### src/rtl/sync_barrier_master_pkg.sv
// Shared defaults and sizing helpers for the sync barrier responder and its core slots.
package sync_barrier_master_pkg;

    localparam int unsigned DEF_NUM_CORES          = 4;
    localparam int unsigned DEF_SYNC_BARRIER_WIDTH = 8;
    localparam int unsigned DEF_TIMEOUT_CYCLES     = 1024;

    // Width of the round-robin scan pointer for n cores (at least one bit).
    function automatic int unsigned ptr_width(input int unsigned n);
        return (n > 1) ? $clog2(n) : 1;
    endfunction

    // Width of a counter that must be able to hold the value 'limit'.
    function automatic int unsigned cnt_width(input int unsigned limit);
        return $clog2(limit + 1);
    endfunction

endpackage

### src/rtl/sync_barrier_master_core_slot.sv
// Per-core arrival slot: pending flag, captured barrier id, wait counter and sticky errors.
module sync_barrier_master_core_slot
    import sync_barrier_master_pkg::*;
#(
    parameter int unsigned SYNC_BARRIER_WIDTH = DEF_SYNC_BARRIER_WIDTH,
    parameter int unsigned TIMEOUT_CYCLES     = DEF_TIMEOUT_CYCLES
) (
    input  logic                          clk,
    input  logic                          reset,
    input  logic                          i_en,
    input  logic [SYNC_BARRIER_WIDTH-1:0] i_id,
    input  logic                          i_release,
    input  logic                          i_err_clear,
    output logic                          o_pending,
    output logic                          o_pending_nxt_c,
    output logic [SYNC_BARRIER_WIDTH-1:0] o_id,
    output logic                          o_double_err,
    output logic                          o_timeout_err
);

    localparam int unsigned CNT_W = cnt_width(TIMEOUT_CYCLES);
    localparam logic [CNT_W-1:0] LIMIT    = CNT_W'(TIMEOUT_CYCLES);
    localparam logic [CNT_W-1:0] LIMIT_M1 = CNT_W'(TIMEOUT_CYCLES - 1);

    logic                          r_pending;
    logic [SYNC_BARRIER_WIDTH-1:0] r_id;
    logic [CNT_W-1:0]              r_wait;
    logic                          r_double_err;
    logic                          r_timeout_err;

    logic w_double;
    logic w_accept;
    logic w_hold;
    logic w_timeout;
    logic w_pending_nxt;

    // Arrival classification: a strobe on a released edge is a fresh arrival, not a double.
    always_comb begin
        w_double      = i_en && r_pending && !i_release;
        w_accept      = i_en && !w_double;
        w_hold        = r_pending && !i_release && !w_accept;
        w_timeout     = w_hold && (r_wait == LIMIT_M1);
        w_pending_nxt = w_accept || w_hold;
    end

    // Slot state; wait counter restarts on a fresh arrival and saturates at the limit.
    always_ff @(posedge clk or posedge reset) begin
        if (reset) begin
            r_pending     <= 1'b0;
            r_id          <= '0;
            r_wait        <= '0;
            r_double_err  <= 1'b0;
            r_timeout_err <= 1'b0;
        end else begin
            r_pending <= w_pending_nxt;
            if (w_accept) begin
                r_id <= i_id;
            end
            if (!w_hold) begin
                r_wait <= '0;
            end else if (r_wait != LIMIT) begin
                r_wait <= r_wait + CNT_W'(1);
            end
            r_double_err  <= w_double  || (r_double_err  && !i_err_clear);
            r_timeout_err <= w_timeout || (r_timeout_err && !i_err_clear);
        end
    end

    assign o_pending       = r_pending;
    assign o_pending_nxt_c = w_pending_nxt;
    assign o_id            = r_id;
    assign o_double_err    = r_double_err;
    assign o_timeout_err   = r_timeout_err;

endmodule

### src/rtl/sync_barrier_master.sv
// Sync barrier responder: per-core slots, participant mask table, round-robin release scanner.
module sync_barrier_master
    import sync_barrier_master_pkg::*;
#(
    parameter int unsigned NUM_CORES          = DEF_NUM_CORES,
    parameter int unsigned SYNC_BARRIER_WIDTH = DEF_SYNC_BARRIER_WIDTH,
    parameter int unsigned TIMEOUT_CYCLES     = DEF_TIMEOUT_CYCLES
) (
    input  logic                                    clk,
    input  logic                                    reset,
    input  logic [NUM_CORES*SYNC_BARRIER_WIDTH-1:0] sync_barrier_in,
    input  logic [NUM_CORES-1:0]                    sync_en_in,
    output logic [NUM_CORES-1:0]                    sync_enable,
    input  logic                                    cfg_we,
    input  logic [SYNC_BARRIER_WIDTH-1:0]           cfg_addr,
    input  logic [NUM_CORES-1:0]                    cfg_mask,
    input  logic                                    err_clear,
    output logic [NUM_CORES-1:0]                    double_arrival_err,
    output logic [NUM_CORES-1:0]                    mask_err,
    output logic [NUM_CORES-1:0]                    timeout_err,
    output logic                                    busy
);

    localparam int unsigned W     = SYNC_BARRIER_WIDTH;
    localparam int unsigned N     = NUM_CORES;
    localparam int unsigned PTR_W = ptr_width(N);
    localparam int unsigned DEPTH = 1 << W;

    logic [N-1:0]     r_mask [DEPTH];
    logic [PTR_W-1:0] r_scan_ptr;
    logic [N-1:0]     r_sync_enable;
    logic [N-1:0]     r_mask_err;
    logic             r_busy;

    logic [N-1:0]   w_pending;
    logic [N-1:0]   w_pending_nxt;
    logic [N*W-1:0] w_ids;
    logic [N-1:0]   w_double_err;
    logic [N-1:0]   w_timeout_err;

    logic [W-1:0] w_id_p;
    logic         w_pend_p;
    logic [N-1:0] w_onehot_p;
    logic [N-1:0] w_m;
    logic         w_all_in;
    logic         w_in_mask;
    logic [N-1:0] w_release;
    logic [N-1:0] w_mask_err_set;

    genvar g;
    for (g = 0; g < N; g++) begin : g_slot
        sync_barrier_master_core_slot #(
            .SYNC_BARRIER_WIDTH (W),
            .TIMEOUT_CYCLES     (TIMEOUT_CYCLES)
        ) u_slot (
            .clk             (clk),
            .reset           (reset),
            .i_en            (sync_en_in[g]),
            .i_id            (sync_barrier_in[g*W +: W]),
            .i_release       (w_release[g]),
            .i_err_clear     (err_clear),
            .o_pending       (w_pending[g]),
            .o_pending_nxt_c (w_pending_nxt[g]),
            .o_id            (w_ids[g*W +: W]),
            .o_double_err    (w_double_err[g]),
            .o_timeout_err   (w_timeout_err[g])
        );
    end

    // Evaluate the core under the scan pointer: full barrier release or lone mask-error release.
    always_comb begin
        w_id_p         = '0;
        w_pend_p       = 1'b0;
        w_onehot_p     = '0;
        for (int j = 0; j < N; j++) begin
            if (r_scan_ptr == PTR_W'(j)) begin
                w_id_p        = w_ids[j*W +: W];
                w_pend_p      = w_pending[j];
                w_onehot_p[j] = 1'b1;
            end
        end
        w_m      = r_mask[w_id_p];
        w_all_in = 1'b1;
        for (int j = 0; j < N; j++) begin
            if (w_m[j] && !(w_pending[j] && (w_ids[j*W +: W] == w_id_p))) begin
                w_all_in = 1'b0;
            end
        end
        w_in_mask      = |(w_m & w_onehot_p);
        w_release      = '0;
        w_mask_err_set = '0;
        if (w_pend_p && w_in_mask && w_all_in) begin
            w_release = w_m;
        end else if (w_pend_p && !w_in_mask) begin
            w_release      = w_onehot_p;
            w_mask_err_set = w_onehot_p;
        end
    end

    // Scanner, release pulse, mask-error sticky bits and busy flag.
    always_ff @(posedge clk or posedge reset) begin
        if (reset) begin
            r_scan_ptr    <= '0;
            r_sync_enable <= '0;
            r_mask_err    <= '0;
            r_busy        <= 1'b0;
        end else begin
            r_scan_ptr    <= (r_scan_ptr == PTR_W'(N - 1)) ? '0 : r_scan_ptr + PTR_W'(1);
            r_sync_enable <= w_release;
            r_mask_err    <= w_mask_err_set | (r_mask_err & {N{~err_clear}});
            r_busy        <= |w_pending_nxt;
        end
    end

    // Participant mask table; deliberately survives reset.
    always_ff @(posedge clk) begin
        if (cfg_we) begin
            r_mask[cfg_addr] <= cfg_mask;
        end
    end

    assign sync_enable        = r_sync_enable;
    assign double_arrival_err = w_double_err;
    assign mask_err           = r_mask_err;
    assign timeout_err        = w_timeout_err;
    assign busy               = r_busy;

endmodule
### config.mk
export PLATFORM = sky130hd
export DESIGN_NAME = sync_barrier_master
export DESIGN_NICKNAME = d
export VERILOG_FILES = /design/src/rtl/sync_barrier_master_pkg.sv /design/src/rtl/sync_barrier_master_core_slot.sv /design/src/rtl/sync_barrier_master.sv
export SDC_FILE = /design/constraint.sdc
export NUM_CORES = 2
export LEC_CHECK = 0
export CORE_MARGIN = 2
export CORE_UTILIZATION = 35
export DETAILED_ROUTE_END_ITERATION = 8
export GPL_TIMING_DRIVEN = 0
export PLACE_DENSITY = 0.47
export SLEW_MARGIN = 20
export SYNTH_ARGS = -nofsm -noshare
export SYNTH_HDL_FRONTEND = slang
export SYNTH_HIERARCHICAL = 1
export SYNTH_SLANG_ARGS = --single-unit
### constraint.sdc
create_clock -name clk -period 4.65 [get_ports clk]
set_clock_uncertainty 0.15 [all_clocks]
set_input_delay 0.93 -clock clk [delete_from_list [all_inputs] [get_ports clk]]
set_output_delay 0.93 -clock clk [all_outputs]
set_load 0.005 [all_outputs]
Word level (Yosys, flattened, before mapping)
Memory sizes are Yosys's and may differ from the RTL's.
Index checks and enable logic that the tools add are counted.
{"block": "op_classes", "reduce_logical": 76, "n_eq_ne": 19, "n_bitwise": 4, "muxes": 30, "n_addsub": 5}
{"cell": "$mux 11", "n": 8}
{"cell": "$add 11x1->11 const B", "n": 4}
{"cell": "$eq 11x10->1 const B", "n": 4}
{"cell": "$ne 11x11->1 const B", "n": 4}
{"cell": "$logic_and 1x1->1", "n": 43}
{"cell": "$eq 8x8->1", "n": 4}
{"cell": "$mux 8", "n": 4}
{"cell": "$logic_not 1->1", "n": 18}
{"cell": "$mux 1", "n": 14}
{"cell": "$logic_or 1x1->1", "n": 12}
{"cell": "$mux 4", "n": 3}
{"cell": "$and 4x4->4", "n": 2}
{"cell": "$ne 2x2->1 const B", "n": 4}
{"cell": "$reduce_or 4->1", "n": 2}
{"cell": "$eq 2x2->1 const B", "n": 2}
{"cell": "$or 4x4->4", "n": 1}
{"cell": "$add 2x1->2 const B", "n": 1}
{"cell": "$eq 2x1->1 const B", "n": 1}
{"cell": "$logic_not 2->1", "n": 1}
{"cell": "$mux 2", "n": 1}
{"cell": "$not 1->1", "n": 1}
{"block": "totals", "wordCells": 159, "inputBits": 52, "output_inout_bits": 17, "n_memories": 1, "register_bits": 99, "ram_bits": 1024}
{"name": "r_mask", "depth": 256, "word_bits": 4, "read_ports": 1, "rd_clocked_by_memory_dff": 0, "wr": 1, "line": "sync_barrier_master.sv:29", "text": "logic [N-1:0] r_mask [DEPTH];"}

Longest topological paths before layout
{"block": "logic_depth", "depth_word": 23, "ltp_mapped": 22, "depth_no_buf": 16}

Modules after synthesis
Netlist, hierarchy kept.
{"mod": "sync_barrier_master", "instances": 1, "seq_area_each_um2": 31024.8, "area_each_um2": 42944.9, "cells_per_inst": 3204}
{"mod": "sync_barrier_master_core_slot", "instances": 4, "seq_area_each_um2": 550.5, "area_each_um2": 1026.0, "cells_per_inst": 92}

Worst setup path after synthesis
No wires, ideal clock.
{"block": "synth_timing", "path_type": "flip-flop to flip-flop", "startpoint": "register r_scan_ptr[0]", "endpoint": "register r_busy, in the netlist busy", "stages_incl_launch_ff": 20, "required_time_ns": 4.362, "setup_ns": 0.138, "slack_ns": -0.005, "path_buffers": 4, "period_less_slack_ns": 4.655, "t_arrival_ns": 4.367, "cell_sequence": "dfrtp_1 -> ha_1 -> buf_4 -> buf_2 -> a211oi_1 -> nand2_1 -> nand2_1 -> buf_2 -> a211oi_1 -> a311oi_1 -> a211oi_1 -> or4b_1 -> o32ai_2 -> a222oi_1 -> nand2_2 -> mux2i_1 -> nand2b_1 -> clkbuf_1 -> nand2b_1 -> or4_1"}
{"block": "synth_between", "elab_chain_len": 23, "elab_cells_between_ends": 78, "cone_classes": "7 x eq/ne; 18 x mux; 1 x bitwise; 51 x reduce/logical; 1 x memory"}
{"element": "start, declared", "line": "sync_barrier_master.sv:30", "text": "logic [PTR_W-1:0] r_scan_ptr;"}
{"element": "start signal, assigned", "line": "sync_barrier_master.sv:108", "text": "r_scan_ptr <= (r_scan_ptr == PTR_W'(N - 1)) ? '0 : r_scan_ptr + PTR_W'(1);"}
{"element": "branches (longest 14 deep; another with $mem_v2 256x4)"}
{"element": "$mux 4 *", "line": "sync_barrier_master.sv:92", "text": "if (w_pend_p && w_in_mask && w_all_in) begin"}
{"element": "via w_release[1]", "line": "sync_barrier_master.sv:47", "text": "logic [N-1:0] w_release;"}
{"element": "$logic_not 1->1 *", "line": "sync_barrier_master_core_slot.sv:39, sync_barrier_master_core_slot.sv:41"}
{"element": "$logic_and 1x1->1", "line": "sync_barrier_master_core_slot.sv:39", "text": "w_double = i_en && r_pending && !i_release;"}
{"element": "$logic_not 1->1", "line": "sync_barrier_master_core_slot.sv:40", "text": "w_accept = i_en && !w_double;"}
{"element": "$logic_and 1x1->1", "line": "sync_barrier_master_core_slot.sv:40"}
{"element": "$logic_not 1->1", "line": "sync_barrier_master_core_slot.sv:41", "text": "w_hold = r_pending && !i_release && !w_accept;"}
{"element": "$logic_and 1x1->1", "line": "sync_barrier_master_core_slot.sv:41"}
{"element": "$logic_or 1x1->1 *", "line": "sync_barrier_master_core_slot.sv:43", "text": "w_pending_nxt = w_accept || w_hold;"}
{"element": "via w_pending_nxt[1]", "line": "sync_barrier_master.sv:36", "text": "logic [N-1:0] w_pending_nxt;"}
{"element": "$reduce_or 4->1 *", "line": "sync_barrier_master.sv:111", "text": "r_busy <= |w_pending_nxt;"}
{"element": "end signal, assigned", "line": "sync_barrier_master.sv:111"}
{"element": "end, declared", "line": "sync_barrier_master.sv:33", "text": "logic r_busy;"}
Mark *: on every way through the listed nets, which the timed path passes.
A chain may end at the register's enable or synchronous reset.

Worst setup path after layout
{"block": "layout_timing", "startpoint": "register r_scan_ptr[1]", "endpoint": "register r_busy, in the netlist busy"}
The elaborated chain is that of the path after synthesis.

==> flow_summary_export.csv <==
group,metric,value,unit
placed_design,detailed_place_hpwl,139000,um
setup_path,reg2reg_depth,22,
setup_path,worst_r2r_startpoint,"r_scan_ptr[1]",
sta,max_freq,175,MHz
setup_path,reg2reg_slack,-1.05,ns
synthesis,synth_enable_flop_cells,1024,
floorplan,start_util,0.353,
clock_network,path_clk_slew,0.06,ns
cells_and_area,final_net_count,3971,
floorplan,die_width,371,um
setup_path,critPathMostFrequentCell,"sky130_fd_sc_hd__buf_6",
clock_network,cts_root_buffer,"sky130_fd_sc_hd__clkbuf_16",
global_routing,grt_pass1_wl,284000,um
setup_path,worstPathBufferInverterCount,7,
pwr,leakagePower,20.0,nW
sta,final.setup.worst_slack,-1.05,ns
floorplan,design.die.area,0.137,sq mm
detailed_routing,detailedRoute.firstIterationViolations,5558,
placed_design,place.port_buffers,63,
setup_path,worstPathMaxFanout,10,
synthesis,yosysSeqAreaShare,0.706,
cells_and_area,area_grow_syn2layout,24.3,%
detailed_routing,dr_total_vias,34900,
detailed_routing,detail_route.vias_per_cell,6.05,
floorplan,row_count,134,
synthesis,synth_top_cell_area_share,0.654,
floorplan,core_region_area,0.133,sq mm
clock_network,number_of_buffers_on_the_longest_clock_path,3,
cells_and_area,layout_common_cells,"sky130_fd_sc_hd__edfxtp_1, sky130_fd_sc_hd__nand2_1, sky130_fd_sc_hd__nor2_1",
synthesis,synthXorXnorAreaFrac,0.00670,
synthesis,netlist_instances,3572,
setup_path,end_kind,"register",
cells_and_area,most_common_cell_after_layout_fill_and_taps_aside,"sky130_fd_sc_hd__edfxtp_1",
synthesis,synth_area,0.0470,sq mm
synthesis,synth.net_count,3636,
hold_path,worst_hold_path_ep,"g_slot[0].u_slot/o_timeout_err",
detailed_routing,drt_pre_antenna_iters,6,
hold_path,hp-class,"reg -> reg",
setup_path,critical_path.reg2reg.endpoint,"busy",
placed_design,finalWeightedCongestion,0.925,
setup_path,critical_path.slowest_cell,"sky130_fd_sc_hd__or4_4",
pwr,power.total,39.9,mW
detailed_routing,route.detailed.drc,0,
global_routing,gr-total-overflow,0,
synthesis,post_synth_and_or_nand_nor_area_fraction,0.134,
clock_network,cts_tree,"yes",
clock_network,clk_latency,0.77,ns
clock_network,htree_num_levels,3,
synthesis,synth.area.mux_share,0.0433,
setup_path,critical_path_arrival,6.16,ns
synthesis,yosysUniqueCellTypes,87,
clock_network,number_of_sinks_handled_by_clock_tree_synthesis,1123,
pwr,pwr_dens,682,mW/mm^2
placed_design,cell_area_reported_after_detailed_placement,0.0503,sq mm
run_status,run_status,"complete, but fails checks",
sta,holdWs,0.375,ns
sta,report.final.slew_viol_count,0,
sta,worst_slew_margin_rel,0.137,
synthesis,synth_top_family_by_area,"simple AND/OR/NAND/NOR gates",
detailed_routing,routed_wl,214000,um
sta,post-route-min-period,5.70,ns
sta,finalSetupViolations,97,
setup_path,crit_type,"reg -> reg",
detailed_routing,final_antenna_net_count,0,
synthesis,synth.area.top_cells,"sky130_fd_sc_hd__edfxtp_1, sky130_fd_sc_hd__nand2_1, sky130_fd_sc_hd__dfrtp_1, sky130_fd_sc_hd__mux2i_1, sky130_fd_sc_hd__nor2_1",
floorplan,die_h,371,um
sta,fin_crit_sh,1.23,
setup_path,cp_slowest_stage_delay,0.52,ns
synthesis,post_synthesis_compound_gate_area_fraction,0.0783,
setup_path,timing.critical_path.max_delay_family,"buffers and inverters",
pwr,irDropWorstVdd,347,uV
global_routing,grt_pass1_vias,32600,
hold_path,min_delay_path_depth,2,
cells_and_area,stdcell_area,0.0585,sq mm
synthesis,synth_seq_cells,1123,
synthesis,async_flop_share,0.0882,
hold_path,min-delay-start,"g_slot[0].u_slot/o_timeout_err",
setup_path,required,5.10,ns
detailed_routing,drt-wirelength-per-cell,37.2,um
run_status,failing_checks,"negative setup slack",
cells_and_area,layout-drive-gt1-share,0.192,
sta,setup_tns,-78.26,ns
synthesis,biggest_area_consumer_among_synthesized_cells,"sky130_fd_sc_hd__edfxtp_1",
setup_path,critical_path.startpoint_type,"register",
synthesis,post_synth_fa_ha_maj_area_fraction,0.00319,
global_routing,number_of_antenna_violations_at_the_first_check_in_global_routing,16,
sta,rsz0062_at_grt,"yes",
synthesis,most_used_dff_post_synth,"sky130_fd_sc_hd__edfxtp_1",
sta,max_slew.worst_pin.slew,1.29,ns
setup_path,timing.critical_path.depth,22,
clock_network,tritoncts.num_buffers,119,
sta,hold_viol,0,
run,cap_violations,0,
floorplan,boundaryPins,69,
synthesis,yosys_warnings,6,
synthesis,syn-mean-instance-area,13.2,sq um
setup_path,worstPathCellList,"buf_6 -> ha_4 -> buf_6 -> a211o_4 -> o211ai_4 -> buf_2 -> clkbuf_4 -> buf_2 -> nand2_1 -> a32oi_1 -> a31oi_2 -> nor4_4 -> a211oi_4 -> buf_4 -> nor3_1 -> o21ai_1 -> nand2_2 -> buf_6 -> mux2i_4 -> nand2b_4 -> nand2b_4 -> or4_4",
global_routing,grt_usage,0.306,
global_routing,largest_net_degree_at_the_start_of_global_routing,118,
-- kinds of logic after synthesis --
logic type               after synthesis
multiplexers                         198
AND/OR/NAND/NOR                     1416
flip-flops                          1123
XOR/XNOR                              36
AO/OA/AOI/OAI                        507
adder cells (fa/ha/maj)               12
buffers and inverters                280
-- cells in the mapped netlist, drive strengths merged, types with 33 or more instances --
cell and count:
edfxtp 1024, nand2 680, nor2 285, nand3 208, mux2i 162, buf 151, a21oi 138, dfrtp 99
nand4 94, clkbuf 82, a221oi 68, a32oi 61, inv 47, a31oi 37, mux2 35, o21ai 35
and3 33
-- sequential cells by signal, indices dropped and copies added, names as in the netlist --
register and flops:
mask_err 4, busy 1, g_slot.u_slot/o_timeout_err 4, sync_enable 4, g_slot.u_slot/o_double_err 4, r_scan_ptr 2
g_slot.u_slot/o_id 32, g_slot.u_slot/r_wait 44, g_slot.u_slot/o_pending 4, r_mask 1024
-- metal layers --
metal  GRT usage  vias up  part of all wire
li1            -    14100                 -
met2       0.457     2348              0.43
met4       0.177       12             0.067
met5           0        -           0.00041
met3      0.0722      561              0.11
met1       0.408    17900              0.39
-- worst min-delay path, stage by stage, from the launching register on --
cell and delay, ns:
sky130_fd_sc_hd__dfrtp_1 0.37, sky130_fd_sc_hd__inv_1 0.05, sky130_fd_sc_hd__o22ai_1 0.06
-- layout make-up --
cell class / instances / area, sq um
Multi-Input combinational cell: 2169 / 14000
Clock inverter: 63 / 507
Antenna cell: 1 / 2.50
Inverter: 47 / 179
Tap cell: 1768 / 2210
Sequential cell: 1123 / 33200
Timing Repair Buffer: 224 / 2570
Buffer: 223 / 2550
Clock buffer: 151 / 3210
Fill cell: 12300 / 75000
-- timing repair --
action / in CTS / in global routing
resized for setup: 517 / 207
buffers inserted: 85 / 51
pin swaps: 42 / 63
gates cloned: 6 / 3
hold buffers: 0 / 0
setup endpoints to repair: 97 / 97
-- stage by stage --
stage	instances	setup WS, ns	utilization
after global placement	5403	-6.00	0.374
after floorplan	3572	0.00752	-
after detailed placement	5421	-3.91	0.377
after global routing	5768	-1.06	0.438
final	5769	-1.05	0.438
after CTS	5717	-1.00	0.427
-- how the worst max path moves through the flow --
| stage | startpoint | endpoint | slack [ns] |
|---|---|---|---|
| after global placement | cfg_mask[2] | r_mask[61][2] | -6.00 |
| after floorplan | r_scan_ptr[0] | busy | 0.008 |
| after global routing | r_scan_ptr[1] | busy | -1.06 |
| after CTS | r_scan_ptr[1] | busy | -1.00 |
| after detailed placement | r_scan_ptr[0] | busy | -3.91 |
| final | r_scan_ptr[1] | busy | -1.05 |
-- power by group --
group / switching (mW) / internal, mW / leakage (nW)
Clock: 4.16 / 5.24 / 1.83
Combinational: 12.5 / 6.32 / 7.70
Sequential: 0.393 / 11.3 / 10.4
(Power assumes the default switching activity.)
